<file path="config.mk">
export PLATFORM = sky130hd
export DESIGN_NAME = delay_line_ctrl
export DESIGN_NICKNAME = d
export VERILOG_FILES = /design/src/rtl/delay_line_pkg.sv /design/src/rtl/sat_counter.sv /design/src/rtl/delay_line_ctrl.sv
export SDC_FILE = /design/constraint.sdc
export NUM_CORES = 1
export LEC_CHECK = 0
export BUFFER_PORTS_ARGS = -buffer_cell sky130_fd_sc_hd__buf_4
export CAP_MARGIN = 20
export CORE_AREA = 3 3 87 89
export CTS_CLUSTER_SIZE = 30
export DETAILED_ROUTE_END_ITERATION = 10
export DIE_AREA = 0 0 90 92
export PLACE_DENSITY = 0.8
export SETUP_SLACK_MARGIN = 0.4
export SYNTH_ARGS = -nofsm -noshare
export SYNTH_HDL_FRONTEND = slang
export SYNTH_SLANG_ARGS = --single-unit
</file>
<file path="constraint.sdc">
create_clock -name clk -period 2.6 [get_ports clk]
set_input_delay 0.13 -clock clk [delete_from_list [all_inputs] [get_ports clk]]
set_output_delay 0.13 -clock clk [all_outputs]
set_load 0.02 [all_outputs]
</file>
<file path="src/rtl/delay_line_pkg.sv">
// Shared types and defaults for the delay line controller.
//   state_e          : controller state encoding
//   DELAY_CTR_WIDTH  : timestamp/delay width derived from the default delay
//   *_DEF            : default parameter values used by delay_line_ctrl
package delay_line_pkg;

  typedef enum logic [2:0] {
    IDLE,
    RUN,
    DRAIN,
    FLUSH,
    LOAD
  } state_e;

  localparam int unsigned DEFAULT_DELAY_CYCLES = 92498;
  localparam int unsigned DELAY_CTR_WIDTH      = $clog2(DEFAULT_DELAY_CYCLES);
  localparam int unsigned MIN_DELAY_DEF        = 4;
  localparam int unsigned DRAIN_TIMEOUT_DEF    = 131072;
  localparam int unsigned DROP_WIDTH_DEF       = 16;

endpackage

</file>
<file path="src/rtl/sat_counter.sv">
// Saturating up-counter with a sticky saturation flag.
//   clk, n_reset : clock, synchronous active-low reset
//   inc          : increment request (ignored once at all-ones)
//   count        : current count
//   saturated    : set when count reaches all-ones, held until reset
module sat_counter #(
  parameter int unsigned WIDTH = 16
) (
  input  logic             clk,
  input  logic             n_reset,
  input  logic             inc,
  output logic [WIDTH-1:0] count,
  output logic             saturated
);

  logic [WIDTH-1:0] count_q, count_d;
  logic             sat_q, sat_d;

  always_comb begin
    count_d = count_q;
    if (inc && (count_q != '1)) begin
      count_d = count_q + WIDTH'(1);
    end
    sat_d = sat_q | (count_d == '1);
  end

  always_ff @(posedge clk) begin
    if (!n_reset) begin
      count_q <= '0;
      sat_q   <= 1'b0;
    end else begin
      count_q <= count_d;
      sat_q   <= sat_d;
    end
  end

  assign count     = count_q;
  assign saturated = sat_q;

endmodule

</file>
<file path="src/rtl/delay_line_ctrl.sv">
// Run-time controller for the delay line datapath. Gates edge-detector
// writes into the timestamp FIFO, owns the active delay, sequences safe
// delay reconfiguration (drain/flush, wait for pulse idle, load, resume)
// and counts edges dropped on FIFO full.
//   clk, n_reset          : clock, synchronous active-low reset
//   enable                : 1 requests RUN, 0 requests IDLE
//   cfg_valid/cfg_ready   : host delay handshake; cfg_delay, cfg_flush payload
//   edge_in               : write request from the edge detector
//   fifo_full/fifo_empty  : FIFO status
//   pulse_active          : pulse generator busy
//   fifo_wr_en            : gated FIFO write (combinational)
//   fifo_clear            : one-cycle FIFO flush strobe
//   delay                 : active delay to the counter adder
//   running               : state is RUN
//   drop_count, drop_sat  : saturating count of edges lost to FIFO full
module delay_line_ctrl
  import delay_line_pkg::*;
#(
  parameter int unsigned CTR_WIDTH     = DELAY_CTR_WIDTH,
  parameter int unsigned DEFAULT_DELAY = DEFAULT_DELAY_CYCLES,
  parameter int unsigned MIN_DELAY     = MIN_DELAY_DEF,
  parameter int unsigned DRAIN_TIMEOUT = DRAIN_TIMEOUT_DEF,
  parameter int unsigned DROP_WIDTH    = DROP_WIDTH_DEF
) (
  input  logic                  clk,
  input  logic                  n_reset,
  input  logic                  enable,
  input  logic                  cfg_valid,
  output logic                  cfg_ready,
  input  logic [CTR_WIDTH-1:0]  cfg_delay,
  input  logic                  cfg_flush,
  input  logic                  edge_in,
  input  logic                  fifo_full,
  input  logic                  fifo_empty,
  input  logic                  pulse_active,
  output logic                  fifo_wr_en,
  output logic                  fifo_clear,
  output logic [CTR_WIDTH-1:0]  delay,
  output logic                  running,
  output logic [DROP_WIDTH-1:0] drop_count,
  output logic                  drop_sat
);

  localparam int unsigned TMO_W = (DRAIN_TIMEOUT > 2) ? $clog2(DRAIN_TIMEOUT) : 1;
  localparam logic [TMO_W-1:0]     TMO_LAST  = TMO_W'(DRAIN_TIMEOUT - 1);
  localparam logic [CTR_WIDTH-1:0] MIN_D     = CTR_WIDTH'(MIN_DELAY);
  localparam logic [CTR_WIDTH-1:0] DEFAULT_D = CTR_WIDTH'(DEFAULT_DELAY);

  state_e               state_q, state_d;
  logic [CTR_WIDTH-1:0] delay_q, delay_d;
  logic [CTR_WIDTH-1:0] pend_delay_q, pend_delay_d;
  logic                 pend_valid_q, pend_valid_d;
  logic [TMO_W-1:0]     tmo_q, tmo_d;
  logic                 cfg_ready_q, cfg_ready_d;
  logic                 running_q, running_d;
  logic                 fifo_clear_q, fifo_clear_d;
  logic                 xfer;
  logic                 in_run;

  function automatic logic [CTR_WIDTH-1:0] clamp_delay(input logic [CTR_WIDTH-1:0] d);
    return (d < MIN_D) ? MIN_D : d;
  endfunction

  assign xfer   = cfg_valid & cfg_ready_q;
  assign in_run = (state_q == RUN);

  always_comb begin
    state_d      = state_q;
    delay_d      = delay_q;
    pend_delay_d = pend_delay_q;
    pend_valid_d = pend_valid_q;
    tmo_d        = '0;
    case (state_q)
      IDLE: begin
        if (xfer) begin
          delay_d = clamp_delay(cfg_delay);
        end
        if (enable) begin
          state_d = RUN;
        end
      end
      RUN: begin
        if (xfer) begin
          pend_delay_d = cfg_delay;
          pend_valid_d = 1'b1;
          state_d      = cfg_flush ? FLUSH : DRAIN;
        end else if (!enable) begin
          pend_valid_d = 1'b0;
          state_d      = DRAIN;
        end
      end
      DRAIN: begin
        // A clean drain wins over the timeout on the same cycle.
        if (fifo_empty && !pulse_active) begin
          state_d = pend_valid_q ? LOAD : IDLE;
        end else if (tmo_q == TMO_LAST) begin
          state_d = FLUSH;
        end else begin
          tmo_d = tmo_q + TMO_W'(1);
        end
      end
      FLUSH: begin
        if (!pulse_active) begin
          state_d = pend_valid_q ? LOAD : IDLE;
        end
      end
      LOAD: begin
        delay_d      = clamp_delay(pend_delay_q);
        pend_valid_d = 1'b0;
        state_d      = enable ? RUN : IDLE;
      end
      default: begin
        state_d = IDLE;
      end
    endcase

    // Registered outputs follow the next state so they align with state_q.
    cfg_ready_d  = (state_d == IDLE) || (state_d == RUN);
    running_d    = (state_d == RUN);
    fifo_clear_d = (state_d == FLUSH) && (state_q != FLUSH);
  end

  always_ff @(posedge clk) begin
    if (!n_reset) begin
      state_q      <= IDLE;
      delay_q      <= DEFAULT_D;
      pend_delay_q <= '0;
      pend_valid_q <= 1'b0;
      tmo_q        <= '0;
      cfg_ready_q  <= 1'b0;
      running_q    <= 1'b0;
      fifo_clear_q <= 1'b0;
    end else begin
      state_q      <= state_d;
      delay_q      <= delay_d;
      pend_delay_q <= pend_delay_d;
      pend_valid_q <= pend_valid_d;
      tmo_q        <= tmo_d;
      cfg_ready_q  <= cfg_ready_d;
      running_q    <= running_d;
      fifo_clear_q <= fifo_clear_d;
    end
  end

  sat_counter #(
    .WIDTH(DROP_WIDTH)
  ) u_drop_cnt (
    .clk      (clk),
    .n_reset  (n_reset),
    .inc      (in_run & edge_in & fifo_full),
    .count    (drop_count),
    .saturated(drop_sat)
  );

  assign fifo_wr_en = in_run & edge_in & ~fifo_full;
  assign cfg_ready  = cfg_ready_q;
  assign running    = running_q;
  assign fifo_clear = fifo_clear_q;
  assign delay      = delay_q;

endmodule

</file>
==> results.tsv <==
stage	metric	value	unit
sta	slew_headroom	45.9	%
detailed_routing	drtAntennaViolNets	0	
global_routing	grt-ovfl-total	0	
yosys	synthArstFlopShare	0	%
placed_design	port_buffers	63	
yosys	synthFlopType	dfxtp_1	
yosys	synth_seq_cells	75	
clock_tree	ctsLongestPathBuffers	2	
setup_path	r2r_slack	470	ps
setup_path	path_class	register to register	
detailed_routing	via_per_inst	5.60	
placed_design	place_congestion	0.906	
yosys	yosys_warnings	0	
global_routing	grt_max_degree	27	
floorplanning	die-width	90	µm
sta	min_period	2130	ps
worst_hold_path	hold_path_class	primary input to register	
worst_hold_path	holdPathStages	2	
sta	rsz0062_at_grt	yes	
detailed_routing	vias	3176	
yosys	ys_types	52	
setup_path	critPathLaunchType	register	
sta	drv_slew	0	
placed_design	hpwlAfterDp	5900	µm
yosys	synth_nets	429	
cells_and_area	antenna_cells	0	
cells_and_area	final_util	61.6	%
clock_tree	numClockSinks	75	
yosys	syn_area_per_cell	8.33	µm²
detailed_routing	drc	0	
setup_path	critPathCaptureType	register	
setup_path	critPathRequiredTime	2850	ps
clock_tree	cts_made_buffers	9	
setup_path	path_max_fanout	10	
run	maxCapViolCount	0	
floorplanning	ios	64	
clock_tree	clockRootBuffer	clkbuf_8	
power_and_ir_drop	power.density	549	nW/µm²
sta	post-route-period-util	81.8	%
setup_path	r2r-start	u_drop_cnt.count[2]	
yosys	synth_cells	400	
setup_path	r2r_cells	6	
power_and_ir_drop	ir_drop	0.304	mV
global_routing	antenna_found_initial	0	
global_routing	grt_pass1_wl	13700	µm
cells_and_area	final_common_cell	nand2_1	
clock_tree	htree_num_levels	3	
floorplanning	core-area	6830	µm²
clock_tree	cts.clk_slew.worst_paths	80	ps
floorplanning	rows	30	
setup_path	timing.rr.end	u_drop_cnt.saturated	
yosys	synth_edf_count	0	
cells_and_area	layout.nets	495	
floorplanning	initial_core_util	48.8	%
sta	fin_setup_tns	0	ps
clock_tree	cts_tree	built	
global_routing	grtUsageTotal	20.0	%
outcome	status	completed	
detailed_routing	drt_first_pass_iters	5	
floorplanning	die_h	92	µm
yosys	synth.yosys.seq_area_share	45.1	%
sta	tightestPinTransition	811	ps
setup_path	cp.arrival	2380	ps
sta	hold_viol_final	0	
cells_and_area	layout_common_cells	nand2_1 (77), dfxtp_1 (72), buf_4 (72)	
detailed_routing	wire_per_inst	14.9	µm
sta	skew	9.67	ps
sta	setup_viol	0	
power_and_ir_drop	p_leak	1.59	nW
sta	fmax	470	MHz
worst_hold_path	whs_endpoint	delay[13]	
cells_and_area	drive_gt1_share	23.6	%
global_routing	grt_pass1_vias	2925	
sta	whs	28.4	ps
detailed_routing	drt_wl_total	8430	µm
cells_and_area	area_growth	26.2	%
detailed_routing	drt_iter0_drc	267	
clock_tree	clk_latency	340	ps
floorplanning	dieArea	8280	µm²
yosys	netlist_area	3330	µm²
worst_hold_path	hold_start	cfg_delay[13]	
[cells in the mapped netlist, drive strengths merged (2+ instances only)]
master   count  share of area (%)
a221o        7                2.1
nand3       15                2.4
nand4        8                1.5
a2111oi      2               0.53
a21oi       32                4.8
nor3         7                1.1
a222oi       7                2.1
o21ai        8                1.2
buf          5                1.0
nor4        11                2.7
inv          8               0.90
and3         9                1.7
xor2        16                4.2
ha           3                1.1
nand2       77                8.7
nor3b        3                1.0
dfxtp       75                 45
nand4b       2               0.53
o2111ai      3               0.79
or3          5               0.94
nand2b       5               0.94
nor2        50                5.7
xnor2        6                1.6
mux2i        3               0.90
and2         2               0.38
clkbuf      12                1.4
[routing by layer]
metal  routed length [µm]  track usage, %  share of wire [%]  vias up
met3                  538            3.77                6.4       19
met4                  193            9.44                2.3        0
met1                 3600            25.7                 43     1474
met5                    0               0                  0        -
met2                 4100            32.6                 49      139
li1                     -               -                  -     1544
[registers in the layout (all words and copies together) (netlist names)]
signal	cells
fifo_clear	1
u_drop_cnt.count	16
delay	17
pend_delay_q	17
state_q	3
tmo_q	17
u_drop_cnt.saturated	1
running	1
cfg_ready	1
pend_valid_q	1
[logic make-up (layout without fill, tap and decap cells)]
group,count (synthesis),in the layout,synth area share [%]
simple gates,201,201,29.3
buf+inv,26,97,3.38
compound gates,70,70,14.4
xor+xnor,22,22,5.78
fa+ha+maj,3,3,1.13
flops,75,75,45.1
mux,3,3,0.901
[stage by stage]
step | std cells | power, mW | cell area, µm² | setup slack (ps)
finish | 567 | 2.31 | 4210 | 472
global route | 567 | 2.40 | 4210 | 379
CTS | 564 | 2.33 | 4120 | 399
detailed placement | 548 | 1.44 | 3900 | 306
global placement | 547 | 1.44 | 3890 | 340
floorplan | 400 | 1.34 | 3330 | 456
[repair_timing]
action,CTS,global route
gates resized for setup,6,13
hold buffers,0,0
setup endpoints to repair,3,13
pin swaps,0,1
setup buffers,0,3
[how the worst max path moves through the flow]
stage / startpoint / to / slack, ps
3_3_place_gp: tmo_q[8] / tmo_q[11] / 340
5_1_grt: u_drop_cnt.count[11] / u_drop_cnt.saturated / 380
3_5_place_dp: u_drop_cnt.count[0] / u_drop_cnt.saturated / 310
6_report: u_drop_cnt.count[2] / u_drop_cnt.saturated / 470
4_1_cts: u_drop_cnt.count[0] / u_drop_cnt.saturated / 400
2_1_floorplan: u_drop_cnt.count[0] / u_drop_cnt.saturated / 460
[critical path: stages, from the launching register on]
cell       delay [ps]
dfxtp_1           550
and3_4            270
nand3_1            90
or4b_1            500
a221oi_2          230
o2111ai_1         160
o31ai_1           230
[report_power, final]
| group | internal (mW) | total (mW) | switching (mW) |
|---|---|---|---|
| Combinational | 0.0960 | 0.220 | 0.124 |
| Sequential | 1.18 | 1.20 | 0.0247 |
| Clock | 0.469 | 0.890 | 0.421 |
| Total | 1.74 | 2.31 | 0.570 |
[final cells by class]
type | count | area, µm²
sequential | 75 | 1510
fill | 609 | 2630
clock inverter | 6 | 65.1
inverter | 9 | 33.8
clock buffer | 10 | 138
timing repair buffer | 72 | 541
multi-input combinational | 299 | 1800
tap | 96 | 120
(Power assumes the default switching activity.)
